[src/rtl/boot_run_sequencer.sv]
`default_nettype none
// ============================================================================
// Module   : boot_run_sequencer
// Purpose  : Takes the SoC from power-on to end-of-computation: core reset hold,
//            boot-address write, load wait, fetch enable, EOC watch and the
//            return-code read-back over a req/gnt register bus.
// Option   : define BOOT_SEQ_WATCHDOG_EN to add the RUN watchdog / TIMEOUT state.
// Revision : 1.0 - initial release
// ============================================================================
module boot_run_sequencer #(
    parameter logic [31:0] RST_HOLD_CYC  = 32'd13,
    parameter logic [31:0] SETTLE_CYC    = 32'd13,
    parameter logic [31:0] FETCH_DLY_CYC = 32'd5,
    parameter logic [31:0] BOOT_ADDR_REG = 32'h1A10_7008,
    parameter logic [31:0] BOOT_ADDR     = 32'h0000_0000,
    parameter logic [31:0] STATUS_ADDR   = 32'h1A10_7014,
    parameter logic [31:0] WDOG_CYC      = 32'd16777216
) (
    input  logic        clk,
    input  logic        rst,
    input  logic [1:0]  load_mode_i,
    input  logic        load_done_i,
    input  logic        eoc_i,
    output logic        core_rst_n_o,
    output logic        fetch_enable_o,
    output logic        req_o,
    output logic        we_o,
    output logic [31:0] addr_o,
    output logic [31:0] wdata_o,
    input  logic        gnt_i,
    input  logic        rvalid_i,
    input  logic [31:0] rdata_i,
    output logic        done_o,
    output logic        pass_o,
    output logic [31:0] exit_status_o,
    output logic        timeout_o
);

    typedef enum logic [3:0] {
        ST_RST_HOLD  = 4'd0,
        ST_SETTLE    = 4'd1,
        ST_BOOT_WR   = 4'd2,
        ST_LOAD_WAIT = 4'd3,
        ST_FETCH_DLY = 4'd4,
        ST_RUN       = 4'd5,
        ST_RD_STATUS = 4'd6,
        ST_DONE      = 4'd7
`ifdef BOOT_SEQ_WATCHDOG_EN
        , ST_TIMEOUT = 4'd8
`endif
    } state_t;

    state_t      state;
    state_t      state_nxt;
    logic [31:0] cnt;
    logic        core_rst_n;
    logic        fetch_en;
    logic        load_seen;
    logic        rd_granted;
    logic [1:0]  load_mode;
    logic [31:0] exit_status;
    logic [1:0]  eoc_sync;
    logic        eoc_s;
    logic        standalone;

    // A limit of 0 still occupies the state for one cycle.
    function automatic logic cyc_done(input logic [31:0] limit, input logic [31:0] count);
        return (limit == 32'd0) || (count >= (limit - 32'd1));
    endfunction

    assign eoc_s      = eoc_sync[1];
    assign standalone = (load_mode == 2'd2) || (load_mode == 2'd3);

    always_ff @(posedge clk or posedge rst) begin
        if (rst) begin
            state       <= ST_RST_HOLD;
            cnt         <= 32'd0;
            core_rst_n  <= 1'b0;
            fetch_en    <= 1'b0;
            load_seen   <= 1'b0;
            rd_granted  <= 1'b0;
            load_mode   <= 2'd0;
            exit_status <= 32'd0;
            eoc_sync    <= 2'b00;
        end else begin
            state <= state_nxt;
            cnt   <= (state_nxt != state) ? 32'd0 : cnt + 32'd1;
            if ((state == ST_RST_HOLD) && (state_nxt != ST_RST_HOLD)) begin
                core_rst_n <= 1'b1;
                load_mode  <= load_mode_i;
            end
            if (core_rst_n && load_done_i) begin
                load_seen <= 1'b1;
            end
            if ((state == ST_FETCH_DLY) && (state_nxt == ST_RUN)) begin
                fetch_en <= 1'b1;
            end
            // Synchroniser is held clear outside RUN so an early EOC is seen as a level after entry.
            eoc_sync <= (state == ST_RUN) ? {eoc_sync[0], eoc_i} : 2'b00;
            if ((state == ST_RD_STATUS) && gnt_i) begin
                rd_granted <= 1'b1;
            end
            if ((state == ST_RD_STATUS) && (state_nxt == ST_DONE)) begin
                exit_status <= rdata_i;
            end
`ifdef BOOT_SEQ_WATCHDOG_EN
            if ((state == ST_RUN) && (state_nxt == ST_TIMEOUT)) begin
                fetch_en    <= 1'b0;
                exit_status <= 32'hFFFF_FFFF;
            end
`endif
        end
    end

    always_comb begin
        state_nxt = state;
        req_o     = 1'b0;
        we_o      = 1'b0;
        addr_o    = 32'd0;
        wdata_o   = 32'd0;
        case (state)
            ST_RST_HOLD: begin
                if (cyc_done(RST_HOLD_CYC, cnt)) state_nxt = ST_SETTLE;
            end
            ST_SETTLE: begin
                if (cyc_done(SETTLE_CYC, cnt)) state_nxt = standalone ? ST_FETCH_DLY : ST_BOOT_WR;
            end
            ST_BOOT_WR: begin
                req_o   = 1'b1;
                we_o    = 1'b1;
                addr_o  = BOOT_ADDR_REG;
                wdata_o = BOOT_ADDR;
                if (gnt_i) state_nxt = ST_LOAD_WAIT;
            end
            ST_LOAD_WAIT: begin
                if (load_seen || load_done_i) state_nxt = ST_FETCH_DLY;
            end
            ST_FETCH_DLY: begin
                if (cyc_done(FETCH_DLY_CYC, cnt)) state_nxt = ST_RUN;
            end
            ST_RUN: begin
                if (eoc_s) begin
                    state_nxt = ST_RD_STATUS;
                end
`ifdef BOOT_SEQ_WATCHDOG_EN
                else if (cyc_done(WDOG_CYC, cnt)) begin
                    state_nxt = ST_TIMEOUT;
                end
`endif
            end
            ST_RD_STATUS: begin
                req_o  = !rd_granted;
                addr_o = STATUS_ADDR;
                // Read data may return in the same cycle as the grant.
                if ((rd_granted || gnt_i) && rvalid_i) state_nxt = ST_DONE;
            end
            ST_DONE: begin
                state_nxt = ST_DONE;
            end
`ifdef BOOT_SEQ_WATCHDOG_EN
            ST_TIMEOUT: begin
                state_nxt = ST_TIMEOUT;
            end
`endif
            default: begin
                state_nxt = ST_RST_HOLD;
            end
        endcase
    end

    assign core_rst_n_o   = core_rst_n;
    assign fetch_enable_o = fetch_en;
    assign exit_status_o  = exit_status;

`ifdef BOOT_SEQ_WATCHDOG_EN
    assign done_o    = (state == ST_DONE) || (state == ST_TIMEOUT);
    assign timeout_o = (state == ST_TIMEOUT);
`else
    logic [31:0] unused_wdog;
    assign unused_wdog = WDOG_CYC;
    assign done_o      = (state == ST_DONE);
    assign timeout_o   = 1'b0;
`endif
    assign pass_o = (state == ST_DONE) && (exit_status == 32'd0);

endmodule
`default_nettype wire

[config.mk]
export PLATFORM = sky130hd
export DESIGN_NAME = boot_run_sequencer
export DESIGN_NICKNAME = d
export VERILOG_FILES = /design/src/rtl/boot_run_sequencer.sv
export SDC_FILE = /design/constraint.sdc
export NUM_CORES = 1
export LEC_CHECK = 0
export ABC_AREA = 1
export CAP_MARGIN = 25
export CORE_MARGIN = 4
export CORE_UTILIZATION = 48
export CTS_BUF_LIST = sky130_fd_sc_hd__clkbuf_4 sky130_fd_sc_hd__clkbuf_8 sky130_fd_sc_hd__clkbuf_16
export DETAILED_ROUTE_END_ITERATION = 8
export PLACE_DENSITY = 0.82
export SYNTH_ARGS = -nofsm -noshare
export SYNTH_HDL_FRONTEND = slang
export SYNTH_SLANG_ARGS = --single-unit
export TNS_END_PERCENT = 1
[constraint.sdc]
create_clock -name clk -period 3.29 [get_ports clk]
set_input_delay 0.658 -clock clk [delete_from_list [all_inputs] [get_ports clk]]
set_output_delay 0.658 -clock clk [all_outputs]
set_load 0.01 [all_outputs]
==> run summary <==
Setup slack, reg-to-reg = 1.09 ns
Synthesized instance count = 501
R2r endpoint = cnt[0]$_DFF_PP0_
Initial DRC Count = 171
Slew HR = 0.534
Crit. End Element = output port
Rows = 35
Critical path fanouts, max = 5
Routed WL = 10300 µm
Number of synthesized flops with an enable pin = 0
Routed len/inst = 14.3 µm
Worst Skew = 0.0122 ns
Yosys cell types = 35
Die W = 107 µm
Synth top cells by count = dfrtp_1 (75), buf_4 (63), nand2_1 (62)
Top_reg_cell synth = dfrtp_1
Top delay family on crit path = simple AND/OR/NAND/NOR gates
Outcome = complete, no violations
Final TNS setup = 0 ns
Fmax = 335 MHz
Hold Path Class = register to register
Hold_sp = eoc_sync[0]$_DFF_PP0_
Max incr delay on CP = 0.60 ns
Largest net degree at the start of global routing = 35
Max IR drop VDD = 0.216 mV
Ports = 143
Worst Hold Depth = 2
Most common cell in the netlist = dfrtp_1
Filler cells = 766
Hold path endpoint = eoc_sync[1]$_DFF_PP0_
CTS max path bufs = 2
CP required = 2.63 ns
DP HPWL = 8060 µm
Post-CTS setup buffer count = 0
Final setup fails = 0
CP cell instances = nor2_2 > inv_1 > nor3_1 > nand3b_1 > nor4_1 > clkdlybuf4s50_1
Gp weighted congestion = 0.902
Worst-Skew Late Latency = 0.36 ns
Power Dens Cells = 336 nW/µm²
WL met3 = 560 µm
H-Tree Level Count = 3
Grt ovf = 0
Max-slew violations = 0
Drt via density = 4.76
Final critical-path share of the clock period = 0.908
M1 WL = 4030 µm
WP buf/inv = 2
Crit path launch type = register
DP Worst Slack = 0.709 ns
LEAKAGE = 2.52 nW
# clock sinks = 75
Hold_ws = 0.479 ns
Setup crit start = state[3]$_DFF_PP0_
Synthesized cell area = 4690 µm²
Fin. Hold Viols = 0
RSZ-0062 raised after global routing = no
Final setup margin = 0.302 ns
Cts bufs inserted = 9
Port Buffers = 86
Worst-margin pin slew = 0.698 ns
CTS clk-pin slew, worst paths = 0.09 ns
Flops & latches, synth = 75
Hold buffer count at CTS = 0
DR top layer = met4
Slowest stage cell on the critical path = clkdlybuf4s50_1
First-pass GRT wire length = 16600 µm
Core area = 9370 µm²
Routed Antenna Nets = 0
Nets = 631
Via count = 3438
Vias in the first global route = 3357
Arr. time, crit path = 2.33 ns
Avg Inst Size Synth = 9.37 µm²
Synth top area share = 0.400
DRT Pass-1 Iters = 4
Layout area overhead = 20.4%
Initial antenna violation count = 0
# DRC = 0
Max_cap viols = 0
Layout Cells excl Fill = 723
Yosys top cell by area = dfrtp_1
Die Footprint = 11400 µm²
Ant diodes = 0
Setup CP Type = register to output port
Initial core utilization = 0.501
Fraction of registers with async set or reset after synthesis = 1.00
Layout cell share with drive strength beyond 1 = 0.215
Root Driver = clkbuf_8
Die height = 107 µm
Seq/Total Area, Yosys = 0.400
Syn. warnings = 0
CTS tree = yes
Final period demand of the worst path = 2.99 ns
CTS resizes = 0
Placed Cells = 707
Worst reg2reg startpoint = cnt[22]$_DFF_PP0_
Synth top area cells = dfrtp_1 (40%), buf_4 (10%), nor2_4 (8.6%)
Met2 Wirelength = 5520 µm
Global Route Usage Sum = 0.184
Worst r2r path cells = 13
cell families (layout without fill, tap and decap cells):
logic type / Yosys count / count (layout) / share of synthesized area
AND/OR/NAND/NOR: 234 / 234 / 0.300
XOR/XNOR: 24 / 24 / 0.0448
multiplexers: 32 / 32 / 0.0768
other: 1 / 56 / 0.000799
adder cells (fa/ha/maj): 2 / 2 / 0.00533
AO/OA/AOI/OAI: 10 / 10 / 0.0125
buffers and inverters: 123 / 161 / 0.160
flip-flops: 75 / 75 / 0.400
power breakdown:
part	total, mW	internal, mW	switching, mW	leakage (nW)
Clock	0.775	0.373	0.402	0.110
Combinational	0.179	0.0787	0.0999	1.38
Sequential	0.944	0.933	0.0107	1.03
sequential cells by signal, summed over array words and instances (netlist names):
name,cells
cnt,32
exit_status_o,32
state,4
eoc_sync,2
core_rst_n_o,1
fetch_enable_o,1
load_mode,1
load_seen,1
rd_granted,1
layer usage:
metal | vias to the layer above | GRT usage
li1 | 1640 | -
met5 | - | 0
met3 | 23 | 0.0361
met1 | 1651 | 0.220
met2 | 124 | 0.325
met4 | 0 | 0.0703
worst register-to-register path: stages, from the launching register on:
cell and delay (ns):
dfrtp_1 0.46, nor2_1 0.13, nand2_1 0.08, nor2_1 0.12, nand2_1 0.13, nor2_1 0.11
nor2_1 0.07, nor2_1 0.17, nand2_2 0.08, nand2_1 0.07, nand2_2 0.07, nand2_4 0.29
buf_12 0.24, nor2_1 0.07
through the flow:
step	cell area, µm²	utilization	total power [mW]
floorplan	4900	-	1.11
global placement	5440	0.580	1.14
detailed placement	5440	0.580	1.14
CTS	5650	0.603	1.92
global route	5650	0.603	1.98
finish	5650	0.603	1.90
layout make-up:
class                   count  area [µm²]  share of cell area
multi-input cells         358        2270               0.402
flip-flops and latches     75        1880               0.332
repair buffers             91         923               0.163
inverters                  54         203              0.0359
well taps                 129         161              0.0286
clock buffers               9         124              0.0219
clock inverters             7        90.1              0.0159
how the worst max path moves through the flow:
| stage | endpoint | cells after the start |
|---|---|---|
| after detailed placement | pass_o | 6 |
| after global placement | cnt[0]$_DFF_PP0_ | 11 |
| final | pass_o | 6 |
| after floorplan | cnt[0]$_DFF_PP0_ | 1 |
| after CTS | pass_o | 6 |
| after global routing | pass_o | 6 |
layout by cell type, fill, tap and decap left out, types with 2 or more instances in the layout:
master,instances
or2_2,2
nor4_1,10
inv_2,7
nor2_2,9
dfrtp_1,75
conb_1,56
xor2_1,19
nand3_1,18
nand3_2,4
xnor2_1,5
clkdlybuf4s50_1,86
clkbuf_8,9
inv_1,47
o21a_1,2
nor2_4,36
nor3_2,2
or4_1,2
nor3_1,15
inv_8,3
nand2_1,62
nand3_4,2
ha_1,2
and2_0,2
nand2_2,8
nand2_4,3
nor2_1,48
buf_12,2
buf_4,3
nand4_1,8
mux2_2,32
o21ai_0,5
inv_6,2
Power figures use the tool's default switching activity.
